### config.mk
export PLATFORM = sky130hd
export DESIGN_NAME = tdmac_sequencer
export DESIGN_NICKNAME = d
export VERILOG_FILES = /design/src/rtl/tdmac_sequencer.sv
export SDC_FILE = /design/constraint.sdc
export NUM_CORES = 1
export LEC_CHECK = 0
export CORE_MARGIN = 2
export CORE_UTILIZATION = 51
export DETAILED_ROUTE_END_ITERATION = 6
export PLACE_DENSITY_LB_ADDON = 0.3
export SETUP_SLACK_MARGIN = 0.1
export SYNTH_ARGS = -nofsm -noshare
export SYNTH_HDL_FRONTEND = slang
export SYNTH_SLANG_ARGS = --single-unit
### constraint.sdc
create_clock -name clk -period 2.4 [get_ports clk]
set_input_delay 0.72 -clock clk [delete_from_list [all_inputs] [get_ports clk]]
set_output_delay 0.72 -clock clk [all_outputs]
set_load 0.01 [all_outputs]
### src/rtl/tdmac_sequencer.sv
// tdmac_sequencer: drives a time-domain DTC/TDC multiplier as a multiply-accumulate
// engine. It takes a run of operands over a valid/ready stream and returns one
// accumulated sum per run over a valid/ready result port.
// Optional build macro: TDMAC_SATURATE_EN. When it is defined, the accumulator clamps
// at 2^ACC_W-1 on overflow. When it is undefined, the accumulator wraps.
// In both builds the sticky ovf flag is set on overflow.
module tdmac_sequencer #(
  parameter int DW       = 8,
  parameter int ACC_W    = 20,
  parameter int LEN_W    = 8,
  parameter int RST_CYC  = 1,
  parameter int CONV_CYC = 4
) (
  input  logic             clk,
  input  logic             rst,
  input  logic             start,
  input  logic [LEN_W-1:0] len,
  input  logic             in_valid,
  output logic             in_ready,
  input  logic [DW-1:0]    in_data,
  output logic [DW-1:0]    mul_in,
  output logic             mul_rst,
  input  logic [DW-1:0]    mul_out,
  output logic             busy,
  output logic             acc_valid,
  input  logic             acc_ready,
  output logic [ACC_W-1:0] acc_data,
  output logic             ovf
);

  typedef enum logic [2:0] {
    IDLE   = 3'd0,
    LOAD   = 3'd1,
    SETTLE = 3'd2,
    CONV   = 3'd3,
    ACCUM  = 3'd4,
    DONE   = 3'd5
  } state_t;

  // One shared counter times both the settle and conversion windows.
  localparam int CNT_MAX = (RST_CYC > CONV_CYC) ? RST_CYC : CONV_CYC;
  localparam int CNT_W   = $clog2(CNT_MAX + 1);
  localparam logic [CNT_W-1:0] RST_LAST  = CNT_W'(RST_CYC - 1);
  localparam logic [CNT_W-1:0] CONV_LAST = CNT_W'(CONV_CYC - 1);

  state_t           state;
  logic [LEN_W-1:0] remaining;
  logic [CNT_W-1:0] cnt;
  logic [DW-1:0]    prod;
  logic [ACC_W-1:0] acc;
  logic [ACC_W:0]   sum;

  // Unsigned add with a carry bit. The carry bit is the overflow indication.
  always_comb begin
    sum = {1'b0, acc} + {{(ACC_W + 1 - DW){1'b0}}, prod};
  end

  // These outputs are decoded only from the state register. No input has a
  // combinational path to any output.
  assign in_ready  = (state == LOAD);
  assign busy      = (state != IDLE);
  assign acc_valid = (state == DONE);
  assign acc_data  = acc;

  // Sequencer FSM. mul_rst is changed on the edge that enters or leaves CONV.
  // This keeps mul_rst registered and aligned exactly with the CONV state.
  always_ff @(posedge clk) begin
    if (!rst) begin
      state     <= IDLE;
      remaining <= '0;
      cnt       <= '0;
      mul_in    <= '0;
      mul_rst   <= 1'b1;
      prod      <= '0;
      acc       <= '0;
      ovf       <= 1'b0;
    end else begin
      case (state)
        IDLE: begin
          if (start) begin
            remaining <= len;
            acc       <= '0;
            ovf       <= 1'b0;
            state     <= (len != '0) ? LOAD : DONE;
          end
        end
        LOAD: begin
          if (in_valid) begin
            mul_in    <= in_data;
            remaining <= remaining - 1'b1;
            cnt       <= '0;
            state     <= SETTLE;
          end
        end
        SETTLE: begin
          if (cnt == RST_LAST) begin
            cnt     <= '0;
            mul_rst <= 1'b0;
            state   <= CONV;
          end else begin
            cnt <= cnt + 1'b1;
          end
        end
        CONV: begin
          if (cnt == CONV_LAST) begin
            cnt     <= '0;
            prod    <= mul_out;
            mul_rst <= 1'b1;
            state   <= ACCUM;
          end else begin
            cnt <= cnt + 1'b1;
          end
        end
        ACCUM: begin
`ifdef TDMAC_SATURATE_EN
          // After the accumulator clamps at full scale, every later nonzero
          // product also carries out, so the accumulator stays clamped.
          acc <= sum[ACC_W] ? {ACC_W{1'b1}} : sum[ACC_W-1:0];
`else
          acc <= sum[ACC_W-1:0];
`endif
          ovf   <= ovf | sum[ACC_W];
          state <= (remaining != '0) ? LOAD : DONE;
        end
        DONE: begin
          if (acc_ready) state <= IDLE;
        end
        default: state <= IDLE;
      endcase
    end
  end

endmodule

Word level (Yosys, flattened, before mapping)
Cells that the tools add are included.
Word-level totals
  register bits after elaboration: 52
  input port bits: 29
  output and inout port bits: 33
  word-level logic and storage cells: 61
Operators by class
  add/sub/neg operators: 3
  equality and inequality tests: 11
  mux-type cells: 22
  bitwise logic cells: 1
  reduce and logical (&&, ||, !) cells: 16
Operator list (count)
  20-bit one-hot mux with 2 select lines: 1
  3-bit 2-to-1 mux: 10
  20-bit by 8-bit adder with 21-bit output: 1
  20-bit 2-to-1 mux: 1
  3-bit one-hot mux with 6 select lines: 1
  8-bit 2-to-1 mux: 2
  8-bit one-hot mux with 2 select lines: 1
  8-bit nonzero test: 2
  3-bit by 2-bit == test with 1-bit output, second input constant: 3
  3-bit one-hot mux with 3 select lines: 1
  2-bit inequality test, second input constant: 4
  2-bit AND reduction: 4
  8-bit by 1-bit subtractor with 8-bit output, second input constant: 1
  3-bit == test, second input constant: 2
  3-bit logical NOT: 2
  3-bit AND reduction: 2
  2-bit nonzero test: 3
  3-bit nonzero test: 2
  5-bit AND reduction: 1
  1-bit one-hot mux with 2 select lines: 2
  3-bit by 1-bit adder with 3-bit output, second input constant: 1
  3-bit by 1-bit == test with 1-bit output, second input constant: 1
  1-bit 2-to-1 mux: 3
  2-bit by 1-bit inequality test with 1-bit output, second input constant: 1
  1-bit OR: 1

Logic depth before layout (Yosys ltp)
  depth after elaboration: 4
  gate-level depth with buffers: 8
  gate-level depth less buffers: 7

Least setup slack after synthesis
OpenSTA, ideal clock, no wires.
  path kind: register to register
  start: register acc[0], in the netlist acc_data[0]
  end: register acc[16], in the netlist acc_data[16]
  library setup time: 0.120 ns
  arrival time: 1.958 ns
  required time: 2.280 ns
  slack: 0.322 ns
  stages on the path, launching flop included: 8
  path buffers: 0
  clock period less this slack: 2.078 ns
  cells stage by stage: dfxtp_1 ha_1 fa_1 a211o_1 a21oi_1 o21ai_0 a41o_1 o31a_1
On the way
  cells in the longest elaborated chain, start to end: 2
Ends and longest elaborated chain
  from (decl): line 50  | logic [ACC_W-1:0] acc;
  from (signal assigned): line 120  | acc <= sum[ACC_W-1:0];
  20-bit by 8-bit adder with 21-bit output: line 55  | sum = {1'b0, acc} + {{(ACC_W + 1 - DW){1'b0}}, prod};
  20-bit one-hot mux with 2 select lines: line 78  | case (state)
Every way passes these cells.
A chain may end at the register's enable or synchronous reset.

Worst setup path after layout
  start: register state[1]
  end: output busy
On the way
  cells in the longest elaborated chain, start to end: 1
Ends and longest elaborated chain
  from (decl): line 46  | state_t state;
  from (signal assigned): line 84  | state <= (len != '0) ? LOAD : DONE;
  from (signal assigned): line 123  | state <= (remaining != '0) ? LOAD : DONE;
  3-bit nonzero test: line 61  | assign busy = (state != IDLE);
  to (decl): line 24  | output logic busy,
Every way passes these cells.

==> flow_metrics.env <==
export IMPL_synth_nets=390
export IMPL_slew_headroom=0.592
export IMPL_nNetsFinal=454
export IMPL_netlist_instances=346
export IMPL_synth_top_family_by_area="compound AO/OA/AOI/OAI gates"
export IMPL_dp_cells=474
export IMPL_synthAdderAreaFrac=0.0690
export IMPL_core_area_um2=5440
export IMPL_hold_viol=0
export IMPL_synthXorXnorAreaFrac=0.0186
export IMPL_clock_latency_ps=300
export IMPL_endpoint="busy"
export IMPL_drtIter0Drc=237
export IMPL_tightest_slew_ps=605
export IMPL_areaGrowthSynthToFinish_pct=29.0
export IMPL_crit_reg2reg_launch="acc_data[0]$_SDFFE_PN0P_"
export IMPL_power_density_nw_per_um2=782
export IMPL_die_w_um=78.5
export IMPL_clkSinkCount=52
export IMPL_worst_setup_path_end_kind="output port"
export IMPL_worstPathRequired_ps=1680
export IMPL_placementRows=27
export IMPL_synth_seq_cells=52
export IMPL_avgSynthCellArea_um2=8.18
export IMPL_leakage_uw=0.00144
export IMPL_antenna_left=0
export IMPL_synth_main_ff_cell="dfxtp_1"
export IMPL_hpwl_um=5220
export IMPL_grt_overflow_total=0
export IMPL_synthSimpleGateAreaFrac=0.226
export IMPL_slew_viol_final=0
export IMPL_synth_cell_types=60
export IMPL_post_drt_wl_per_cell_um=14.9
export IMPL_vdd_ir_drop_max_uv=442
export IMPL_cts_tree="yes"
export IMPL_setup_violations=0
export IMPL_r2r_end="acc_data[18]$_SDFFE_PN0P_"
export IMPL_cts_clk_slew_worst_paths_ps=90
export IMPL_diodes=0
export IMPL_synth_area_um2=2830
export IMPL_finalSetupTns_ps=0
export IMPL_period_share=0.924
export IMPL_gp_congestion=0.892
export IMPL_ctsRootBufferMaster="clkbuf_8"
export IMPL_start_kind="flop"
export IMPL_synth_warnings=0
export IMPL_rsz0062_at_grt="no"
export IMPL_hold_buffers=0
export IMPL_max_clock_freq_ghz=0.451
export IMPL_dieArea_um2=6160
export IMPL_finalCriticalPeriod_ps=2220
export IMPL_synthMuxAreaShare=0.0323
export IMPL_min_delay_start="mul_in[4]$_SDFFE_PN0P_"
export IMPL_start_util=0.520
export IMPL_cts_buffer_depth=2
export IMPL_drt_pass1_iter_count=5
export IMPL_status="complete, no violations"
export IMPL_vias_per_cell=5.60
export IMPL_instances_no_fill=483
export IMPL_grt_pass1_wl_um=12000
export IMPL_fillers=466
export IMPL_vias=2705
export IMPL_yosysSeqAreaShare=0.368
export IMPL_grt_max_degree=28
export IMPL_async_flop_share=0
export IMPL_cts_made_buffers=5
export IMPL_synth_edff_count=0
export IMPL_worst_setup_path_type="flop to output port"
export IMPL_startpoint="state[1]$_SDFFE_PN0P_"
export IMPL_track_usage=0.242
export IMPL_wl_um=7190
export IMPL_synth_compound_area_share=0.232
export IMPL_hold_class="flop to flop"
export IMPL_io_pin_count=62
export IMPL_reg2reg_depth=7
export IMPL_r2r_slack_ps=230
export IMPL_max_cap_violations=0
export IMPL_antenna_found_initial=0
export IMPL_drc_errors=0
export IMPL_drive_above_1_share=0.0973
export IMPL_critPathMaxFanout=10
export IMPL_io_buffers=61
export IMPL_cp_data_arrival_time_ps=1500
export IMPL_skew_ps=5.15
export IMPL_grt_pass1_vias=2658
export IMPL_htree_levels=2
export IMPL_die_y_um=78.5
## stage by stage
| stage | total power, uW | hold WS [ps] | setup slack (ps) | cell area, um2 | util |
|---|---|---|---|---|---|
| final | 2850 | 458 | 184 | 3650 | 0.671 |
| after global routing | 3040 | 485 | 116 | 3650 | 0.671 |
| after CTS | 2840 | 459 | 51.0 | 3640 | 0.669 |
| after detailed placement | 2310 | 446 | 173 | 3540 | 0.650 |
| after global placement | 2270 | 441 | 217 | 3540 | 0.650 |
| after floorplan | 1910 | 440 | 322 | 2830 | - |
## power breakdown
group	leakage, uW	total (uW)	internal, uW	switching [uW]
logic	0.000964	1250	555	693
clock network	0.0000510	521	231	290
registers	0.000422	1090	980	106
total	0.00144	2850	1770	1090
## area by class of cell
cell class              instances  area [um2]  share of cell area
well taps                      72        90.1              0.0247
inverters                      17        65.1              0.0178
clock buffers                   6        82.6              0.0226
clock inverters                 2        10.0             0.00274
flip-flops and latches         52        1040               0.285
multi-input cells             261        1650               0.451
repair buffers                 73         714               0.196
## flip-flops by register name, summed over array words and instances (netlist names)
name       cells
state          3
cnt            3
acc_data      20
ovf            1
mul_rst        1
remaining      8
prod           8
mul_in         8
## synth_stat cells, drive strengths merged (3+ instances only)
library cell  number  area [um2]
a221oi             3        43.8
nor3               6        46.3
and3               6        40.0
nand3              7        35.0
a31oi              3        18.8
dfxtp             52        1040
nor2              18        67.6
a21o               5        37.5
mux2i              8        80.1
ha                14         175
and2               3        18.8
a21oi             35         175
nor4               5        37.5
a211oi             6        55.1
nand4              4        31.3
nand2             66         248
xor2               5        43.8
nand2b             7        43.8
a22oi              4        30.0
inv               15        56.3
o21ai             23         119
o211ai             3        22.5
clkbuf             7        26.3
buf                9        62.6
## critical path, stage by stage, from the launching register on
cell,delay [ps]
dfxtp_1,320
buf_4,170
nor3_2,180
inv_1,50
clkdlybuf4s50_1,470
## routing by layer
layer / global-route usage / share of wire
met1: 0.301 / 0.46
met3: 0.0506 / 0.061
met2: 0.422 / 0.47
met5: 0 / 0
met4: 0.0702 / 0.010
## worst min-delay path by stage
stage                             endpoint  slack, ps  cells after the start
detailed placement  mul_in[2]$_SDFFE_PN0P_        450                      2
CTS                 mul_in[2]$_SDFFE_PN0P_        460                      2
floorplan             prod[0]$_SDFFE_PN0P_        440                      2
finish              mul_in[4]$_SDFFE_PN0P_        460                      2
global placement    mul_in[2]$_SDFFE_PN0P_        440                      2
global route        mul_in[2]$_SDFFE_PN0P_        490                      2
## repair_timing
action | 4_1_cts | 5_1_grt
gates cloned | 0 | 0
setup endpoints to repair | 2 | 3
pin swaps | 0 | 0
hold endpoints to repair | 0 | 0
resized for setup | 3 | 3
setup buffers | 1 | 0
## cell usage in the layout, fill, tap and decap left out, drive strengths merged, types with 6 or more instances in the layout
cell type	count
nand2	66
dfxtp	52
o21ai	23
nor3	6
ha	14
nand2b	7
nor2	18
buf	12
nand3	7
inv	15
clkbuf	6
a21oi	35
clkdlybuf4s50	59
a211oi	6
mux2i	8
and3	6
## cell families after synthesis
family / count (synthesis)
compound gates: 100
xor+xnor: 6
fa+ha+maj: 15
buf+inv: 33
flops: 52
mux: 9
simple gates: 131
Power figures use the tool's default switching activity.
